File: config.mk
export PLATFORM = sky130hd
export DESIGN_NAME = instr_fetch_unit
export DESIGN_NICKNAME = d
export VERILOG_FILES = /design/src/rtl/instr_fetch_unit.sv
export SDC_FILE = /design/constraint.sdc
export NUM_CORES = 1
export LEC_CHECK = 0
export BUFFER_PORTS_ARGS = -buffer_cell sky130_fd_sc_hd__buf_2
export CORE_MARGIN = 3
export CORE_UTILIZATION = 46
export DETAILED_ROUTE_END_ITERATION = 10
export GPL_TIMING_DRIVEN = 1
export PLACE_DENSITY = 0.72
export SYNTH_ARGS = -nofsm -noshare
export SYNTH_HDL_FRONTEND = slang
export SYNTH_SLANG_ARGS = --single-unit
File: constraint.sdc
create_clock -name clk -period 4.6 [get_ports clk]
set_input_delay 0.46 -clock clk [delete_from_list [all_inputs] [get_ports clk]]
set_output_delay 0.46 -clock clk [all_outputs]
set_load 0.005 [all_outputs]
File: src/rtl/instr_fetch_unit.sv
// Instruction fetch: sequential imem reads into a 2-entry instruction buffer; FETCH_STALL_CNT_EN adds stall_cnt.
// Latency: 2 cycles from imem_req to out_valid; one instruction per cycle while out_ready stays high.
// Backpressure: out_ready low holds the head; requests stop once buffered plus in-flight entries reach FIFO_DEPTH.
module instr_fetch_unit #(
    parameter logic [31:0] RESET_PC   = 32'h0000_0000,
    parameter int          FIFO_DEPTH = 2
) (
    input  logic        clk,
    input  logic        rst,
    output logic        imem_req,
    output logic [31:0] imem_addr,
    input  logic [31:0] imem_rdata,
    input  logic        redirect,
    input  logic [31:0] redirect_pc,
    output logic        out_valid,
    input  logic        out_ready,
    output logic [31:0] instr,
    output logic [31:0] instr_pc
`ifdef FETCH_STALL_CNT_EN
    ,
    output logic [15:0] stall_cnt
`endif
);
    typedef enum logic [1:0] {IDLE, FETCH, BLOCKED} state_t;

    localparam logic [2:0]  DEPTH       = 3'(FIFO_DEPTH);
    localparam logic [31:0] RESET_PC_AL = {RESET_PC[31:2], 2'b00};

    state_t      state, state_q;
    logic [31:0] pc;
    logic [31:0] resp_pc;
    logic        inflight;
    logic [31:0] fifo_instr [2];
    logic [31:0] fifo_pc    [2];
    logic        rd_ptr, wr_ptr;
    logic [1:0]  count;
    logic        pop, wr_en, space;
    logic [2:0]  occ;
    logic        unused_bits;

    assign unused_bits = &{1'b0, redirect_pc[1:0]};

    assign out_valid = !rst && (count != 2'd0);
    assign pop       = out_valid && out_ready;
    // A response landing in a redirect or reset cycle belongs to the abandoned stream.
    assign wr_en     = inflight && !redirect && !rst;
    assign occ       = {1'b0, count} + {2'b00, inflight} - {2'b00, pop};
    assign space     = occ < DEPTH;

    assign imem_addr = rst ? RESET_PC_AL : pc;
    assign instr     = rst ? 32'd0 : fifo_instr[rd_ptr];
    assign instr_pc  = rst ? 32'd0 : fifo_pc[rd_ptr];

    always_comb begin
        state = BLOCKED;
        if (rst) begin
            state = IDLE;
        end else if (!redirect && (state_q == IDLE || space)) begin
            state = FETCH;
        end
        imem_req = (state == FETCH);
    end

    always_ff @(posedge clk) begin
        if (rst) begin
            state_q  <= IDLE;
            pc       <= RESET_PC_AL;
            resp_pc  <= RESET_PC_AL;
            inflight <= 1'b0;
            count    <= 2'd0;
            rd_ptr   <= 1'b0;
            wr_ptr   <= 1'b0;
        end else begin
            state_q  <= state;
            inflight <= imem_req;
            if (imem_req) begin
                resp_pc <= pc;
            end
            if (redirect) begin
                pc <= {redirect_pc[31:2], 2'b00};
            end else if (imem_req) begin
                pc <= pc + 32'd4;
            end
            if (redirect) begin
                count  <= 2'd0;
                rd_ptr <= 1'b0;
                wr_ptr <= 1'b0;
            end else begin
                if (wr_en) begin
                    wr_ptr <= !wr_ptr;
                end
                if (pop) begin
                    rd_ptr <= !rd_ptr;
                end
                case ({wr_en, pop})
                    2'b10:   count <= count + 2'd1;
                    2'b01:   count <= count - 2'd1;
                    default: count <= count;
                endcase
            end
        end
    end

    always_ff @(posedge clk) begin
        if (wr_en) begin
            fifo_instr[wr_ptr] <= imem_rdata;
            fifo_pc[wr_ptr]    <= resp_pc;
        end
    end

    always_ff @(posedge clk) begin
        if (!rst) begin
            assert (!(wr_en && !pop && count == 2'd2));
        end
    end

`ifdef FETCH_STALL_CNT_EN
    always_ff @(posedge clk) begin
        if (rst) begin
            stall_cnt <= 16'd0;
        end else if (out_valid && !out_ready && stall_cnt != 16'hFFFF) begin
            stall_cnt <= stall_cnt + 16'd1;
        end
    end
`endif

endmodule

-- After elaboration in Yosys (flattened, before gate mapping)
Memory sizes are Yosys's and may differ from the RTL's. A register that Yosys moved wholly into a read port is not among the register bits.
Index checks and enable logic that the tools add are counted.
- register bits after elaboration: 71
- bits in writable memories: 128
- input port bits: 68
- output and inout bits: 98
- word-level logic and storage cells: 48
- memories kept: 2
- add/sub/neg operators: 5
- $lt $le $gt $ge: 1
- eq/ne operators: 3
- mux-type cells: 14
- reduce and logical (&&, ||, !) cells: 15
- memories (name ; depth ; width ; rd ports ; clocked after Yosys merged registers in ; wr ports ; RTL line ; RTL):
    fifo_instr ; 2 ; 32 ; 1 ; 1 ; 1 ; 33 ; logic [31:0] fifo_instr [2];
    fifo_pc ; 2 ; 32 ; 1 ; 1 ; 1 ; 34 ; logic [31:0] fifo_pc [2];
- operators with widths (kind ; number):
    $mux W32 ; 5
    $add A32 B3 Y32 const B ; 1
    $mux W1 ; 6
    $reduce_bool A2 Y1 ; 3
    $logic_and A1 B1 Y1 ; 5
    $eq A2 B1 Y1 const B ; 2
    $logic_not A1 Y1 ; 4
    $mux W2 ; 2
    $pmux W2 S2 ; 1
    $add A2 B1 Y3 ; 1
    $lt A3 B2 Y1 const B ; 1
    $sub A3 B1 Y3 ; 1
    $add A2 B1 Y2 const B ; 1
    $eq A2 B2 Y1 const B ; 1
    $logic_not A2 Y1 ; 1
    $reduce_or A2 Y1 ; 1
    $sub A2 B1 Y2 const B ; 1
    $logic_or A1 B1 Y1 ; 1

-- Logic depth before layout (Yosys ltp)
- depth after elaboration: 12
- gate-level depth with buffers: 13
- mapped depth without buffers: 11

-- Worst setup path before layout
OpenSTA, ideal clock, no wires.
- kind: input to register
- start: input redirect
- end: memory fifo_instr[0][0] (enable)
- setup time: 482 ps
- arrival time: 3534 ps
- required time: 4118 ps
- slack: 583 ps
- stages on the path: 4
- path buffers: 1
- cell sequence: clkbuf_1 -> nor2_1 -> nand2_1 -> nor2_1
- cells in the longest elaborated chain, start to end: 5
- RTL lines (what ; RTL line ; RTL):
    start: declaration ; 13 ; input logic redirect,
    $logic_not A1 Y1 ; 46 ; assign wr_en = inflight && !redirect && !rst;
    $logic_and A1 B1 Y1 (2 in a row) ; 46 ;
    $mux W1 ; 105 ; if (wr_en) begin
    $mux W1 (implied by the code) ; 106 ; fifo_instr[wr_ptr] <= imem_rdata;
    end: declaration ; 33 ;
Every way passes these cells.

-- Final worst setup path
- start: register count[1]
- end: output imem_req
- cells in the longest elaborated chain, start to end: 10
- elaborated cells on any way between the ends: 11
- classes of those cells: 2 x add/sub; 1 x order compare; 1 x eq/ne; 2 x mux; 5 x reduce/logical
- RTL lines (what ; RTL line ; RTL):
    start: declaration ; 36 ; logic [1:0] count;
    start signal: assignment ; 96 ; 2'b10: count <= count + 2'd1;
    start signal: assignment ; 97 ; 2'b01: count <= count - 2'd1;
    start signal: assignment ; 98 ; default: count <= count;
    $reduce_bool A2 Y1 ; 43 ; assign out_valid = !rst && (count != 2'd0);
    $logic_and A1 B1 Y1 ; 43 ;
    $logic_and A1 B1 Y1 ; 44 ; assign pop = out_valid && out_ready;
    named net pop ; 37 ; logic pop, wr_en, space;
    $sub A3 B1 Y3 ; 47 ; assign occ = {1'b0, count} + {2'b00, inflight} - {2'b00, pop};
    $lt A3 B2 Y1 ; 48 ; assign space = occ < DEPTH;
    $logic_or A1 B1 Y1 ; 58 ; end else if (!redirect && (state_q == IDLE || space)) begin
    $logic_and A1 B1 Y1 ; 58 ;
    $mux W2 ; 58 ;
    $mux W2 ; 56 ; if (rst) begin
    $eq A2 B1 Y1 ; 61 ; imem_req = (state == FETCH);
    end: declaration ; 10 ; output logic imem_req,
The timed path passes the listed nets, and every way through them passes these cells.

==> metrics <==
Vias around 5300; MaxCap Viol Count 0; RSZ-0062 raised after global routing false; CTS Buf Count 17; synth unique cells 50; Area Overhead vs Synth 20.5%; post-synthesis average cell area 12.6 µm²; Setup TNS 0 ns; status complete, no violations; I/O pin cnt around 170; total gr overflow 0; Worst-path clk slew ~0.070 ns; Post-CTS Resized 0; DR vias/cell around 5.3; Overall Global Routing Usage between 10% and 20%; met1 Usage GRT 24.0%; xor and xnor area share after synthesis under 10%; Routed WL per cell between 15 and 20 µm; Detail Route Antenna Nets 0; routed wire length 17.4 mm; Initial Utilization approximately 47%; Hold Fails Final Rpt 0; # Post-CTS Setup Buffers 0; clk root buf clkbuf_16; setup violators final 0; global routing's busiest layer met2; Max-slew headroom 23.1%; Clock Path Buffers 2; DIE AREA around 19000 µm²; Multi-input gate area 2560 µm²; Ys Warns 0; CORE AREA about 17000 µm²; die width about 140 µm; peak supply drop around 0.26 mV; layout cell share with drive strength beyond 1 between 20% and 30%; GRT met3 Usage under 10%; worst slew pin tran 1.15 ns; Hold WC Path Type input port to flop; Post-Synth Simple-Gate Area 13.0%; main combinational cell family by area after synthesis simple AND/OR/NAND/NOR gates; Psw 824 µW; 1st-pass router iterations 6; fillers 1389; Pleak 0.00354 µW; Max Slew Vio Count 0; Synth Area in Compound Gates under 10%; Fin Clk Skew between 0.007 and 0.008 ns; Crit path arrival time 3.51 ns; initial antenna violation count 0; DRC Markers 0; port bufs 159; ys async rst share 0%; die height around 140 µm; Max Freq about 250 MHz; Hold WS 0.219 ns; DR iter-0 viols 327; GR Util met2 31.2%; FF+latch area between 5000 and 6000 µm²; Post-CTS Hold Buffers 0; Seq pwr share a little over half; Power per Cell Area around 380 nW/µm²; Clk pwr share about two fifths; NumNets Final approximately 840; H-Tree Depth 4; CP Max Fanout 16; CTS sink count between 150 and 200; largest net degree at the start of global routing between 70 and 80; Final Core Density 56.8%; cell area after synthesis roughly 8000 µm²; Switching Fraction 22.8%; CP Data Required Time between 4 and 5 ns; clk_lat worst skew 0.43 ns; Post-Syn Instances approximately 620; CTS tree yes; Pint roughly 2800 µW; CP startpoint kind flop; final period demand of the worst path between 3 and 4 ns; Yosys reg bits ~190; combinational fraction of design power 5.8%; Non-Filler Instances 1000; vias in the first global route 5213; Critical Path End Type output pin; Setup CP Type flop to output pin; dpl cells 968; global-route wire length before repair ~27 mm; ANT cells 0; GP Congestion ~0.90; DP HPWL approximately 12 mm; final worst path period share around 86%; ys flop type edfxtp_1; adder-cell share of the synthesized area less than 1%; sequential fraction of the synthesis area ~65%; EDFF count, synth ~120; Row Count between 40 and 50; mux share of post-synthesis cell area just over 8%
synth_stat cells (2+ instances only):
cell type	number	area [µm²]
edfxtp_1	124	3720
nor2_1	94	353
dfxtp_1	67	1340
mux2i_1	64	641
a22o_1	31	272
nor2b_1	27	169
clkbuf_1	26	97.6
nand2_1	24	90.1
xor2_1	15	131
nand4_1	14	87.6
o21ai_0	14	70.1
a211oi_1	12	90.1
nor3_1	10	50.1
xnor2_1	10	87.6
and3_1	8	50.1
buf_2	8	40.0
a21oi_1	6	30.0
a311oi_1	6	52.6
and4_1	5	43.8
inv_1	5	18.8
buf_1	4	15.0
buf_4	4	30.0
nand3_1	4	20.0
or3_1	4	25.0
ha_1	3	37.5
nor4_1	3	18.8
o21a_1	3	22.5
nand4b_1	2	17.5
final cells by class:
cell class                      instances  area share, %
Timing Repair Buffer                  169           9.41
Clock inverter                         15           1.89
Inverter                                6          0.239
Multi-Input combinational cell        382           27.2
Tap cell                              220           2.92
Clock buffer                           17           4.52
Sequential cell                       191           53.8
metal layers:
metal	vias up	routed length, µm
li1	2566	-
met1	2549	7650
met2	169	8520
met3	17	1040
met4	0	164
met5	-	0
state kept, by name, indices dropped and copies added, names as in the netlist, named ones only:
| name | cells |
|---|---|
| fifo_instr | 64 |
| fifo_pc | 60 |
| pc | 30 |
| resp_pc | 30 |
| count | 2 |
| state_q | 2 |
| rd_ptr | 1 |
| wr_ptr | 1 |
power by group through the flow:
stage | clock, µW | sequential [µW] | combinational (µW)
final | 1480 | 1920 | 210
after global routing | 1570 | 1920 | 233
after CTS | 1510 | 1920 | 212
after detailed placement | 0 | 1950 | 210
after global placement | 0 | 1950 | 204
after floorplan | 0 | 1940 | 123
worst max-delay path, cell delays in order (launching register included):
cell and delay, ns:
dfxtp_1 0.44, nor2_1 0.08, nor2_1 0.12, and2_1 0.22, ha_1 0.25, nand2b_1 0.15, fa_1 0.38, xnor2_1 0.29
a21oi_1 0.12, buf_4 0.19, nor2_2 0.59, buf_2 0.27
logic make-up after synthesis:
| logic type | count (synthesis) |
|---|---|
| AND/OR/NAND/NOR | 206 |
| flip-flops | 191 |
| AO/OA/AOI/OAI | 79 |
| multiplexers | 64 |
| buffers and inverters | 49 |
| XOR/XNOR | 25 |
| adder cells (fa/ha/maj) | 4 |
| other | 1 |
per-stage QoR:
stage / total power, µW / area [µm²] / setup slack, ns
global route: 3730 / 9420 / 0.369
floorplan: 2060 / 7830 / 0.583
finish: 3610 / 9420 / 0.627
global placement: 2150 / 8810 / 1.07
CTS: 3630 / 9420 / 0.615
detailed placement: 2160 / 8810 / 1.01
final timing paths:
| check | startpoint | slack (ns) | endpoint | cells past startpoint |
|---|---|---|---|---|
| worst max-delay path | count[1]$_SDFFE_PP0P_ | 0.63 | imem_req | 11 |
| worst min-delay path | imem_rdata[1] | 0.22 | fifo_instr[1][1]$_DFFE_PP_ | 1 |
| worst max register to register | count[1]$_SDFFE_PP0P_ | 1.07 | pc[26]$_SDFFE_PP0P_ | 11 |
| worst min register to register | resp_pc[6]$_SDFFE_PP0N_ | 0.47 | fifo_pc[0][6]$_DFFE_PP_ | 0 |
cell usage in the layout, fill, tap and decap left out, types with 2 or more instances in the layout:
| cell type | instances |
|---|---|
| buf_2 | 158 |
| edfxtp_1 | 124 |
| nor2_1 | 92 |
| dfxtp_1 | 66 |
| mux2i_1 | 64 |
| a22o_1 | 31 |
| nor2b_1 | 27 |
| nand2_1 | 24 |
| clkbuf_16 | 17 |
| xor2_1 | 15 |
| o21ai_0 | 14 |
| nand4_1 | 14 |
| a211oi_1 | 12 |
| xnor2_1 | 10 |
| nor3_1 | 10 |
| buf_4 | 10 |
| and3_1 | 7 |
| a311oi_1 | 6 |
| inv_1 | 5 |
| a21oi_1 | 5 |
| and4_1 | 5 |
| nand3_1 | 4 |
| or3_1 | 4 |
| conb_1 | 4 |
| inv_6 | 4 |
| o21a_1 | 3 |
| nor4_1 | 3 |
| ha_1 | 3 |
| clkinv_4 | 3 |
| clkinvlp_4 | 3 |
| inv_8 | 3 |
| nand4b_1 | 2 |
| bufinv_16 | 2 |
(Power assumes the default switching activity.)
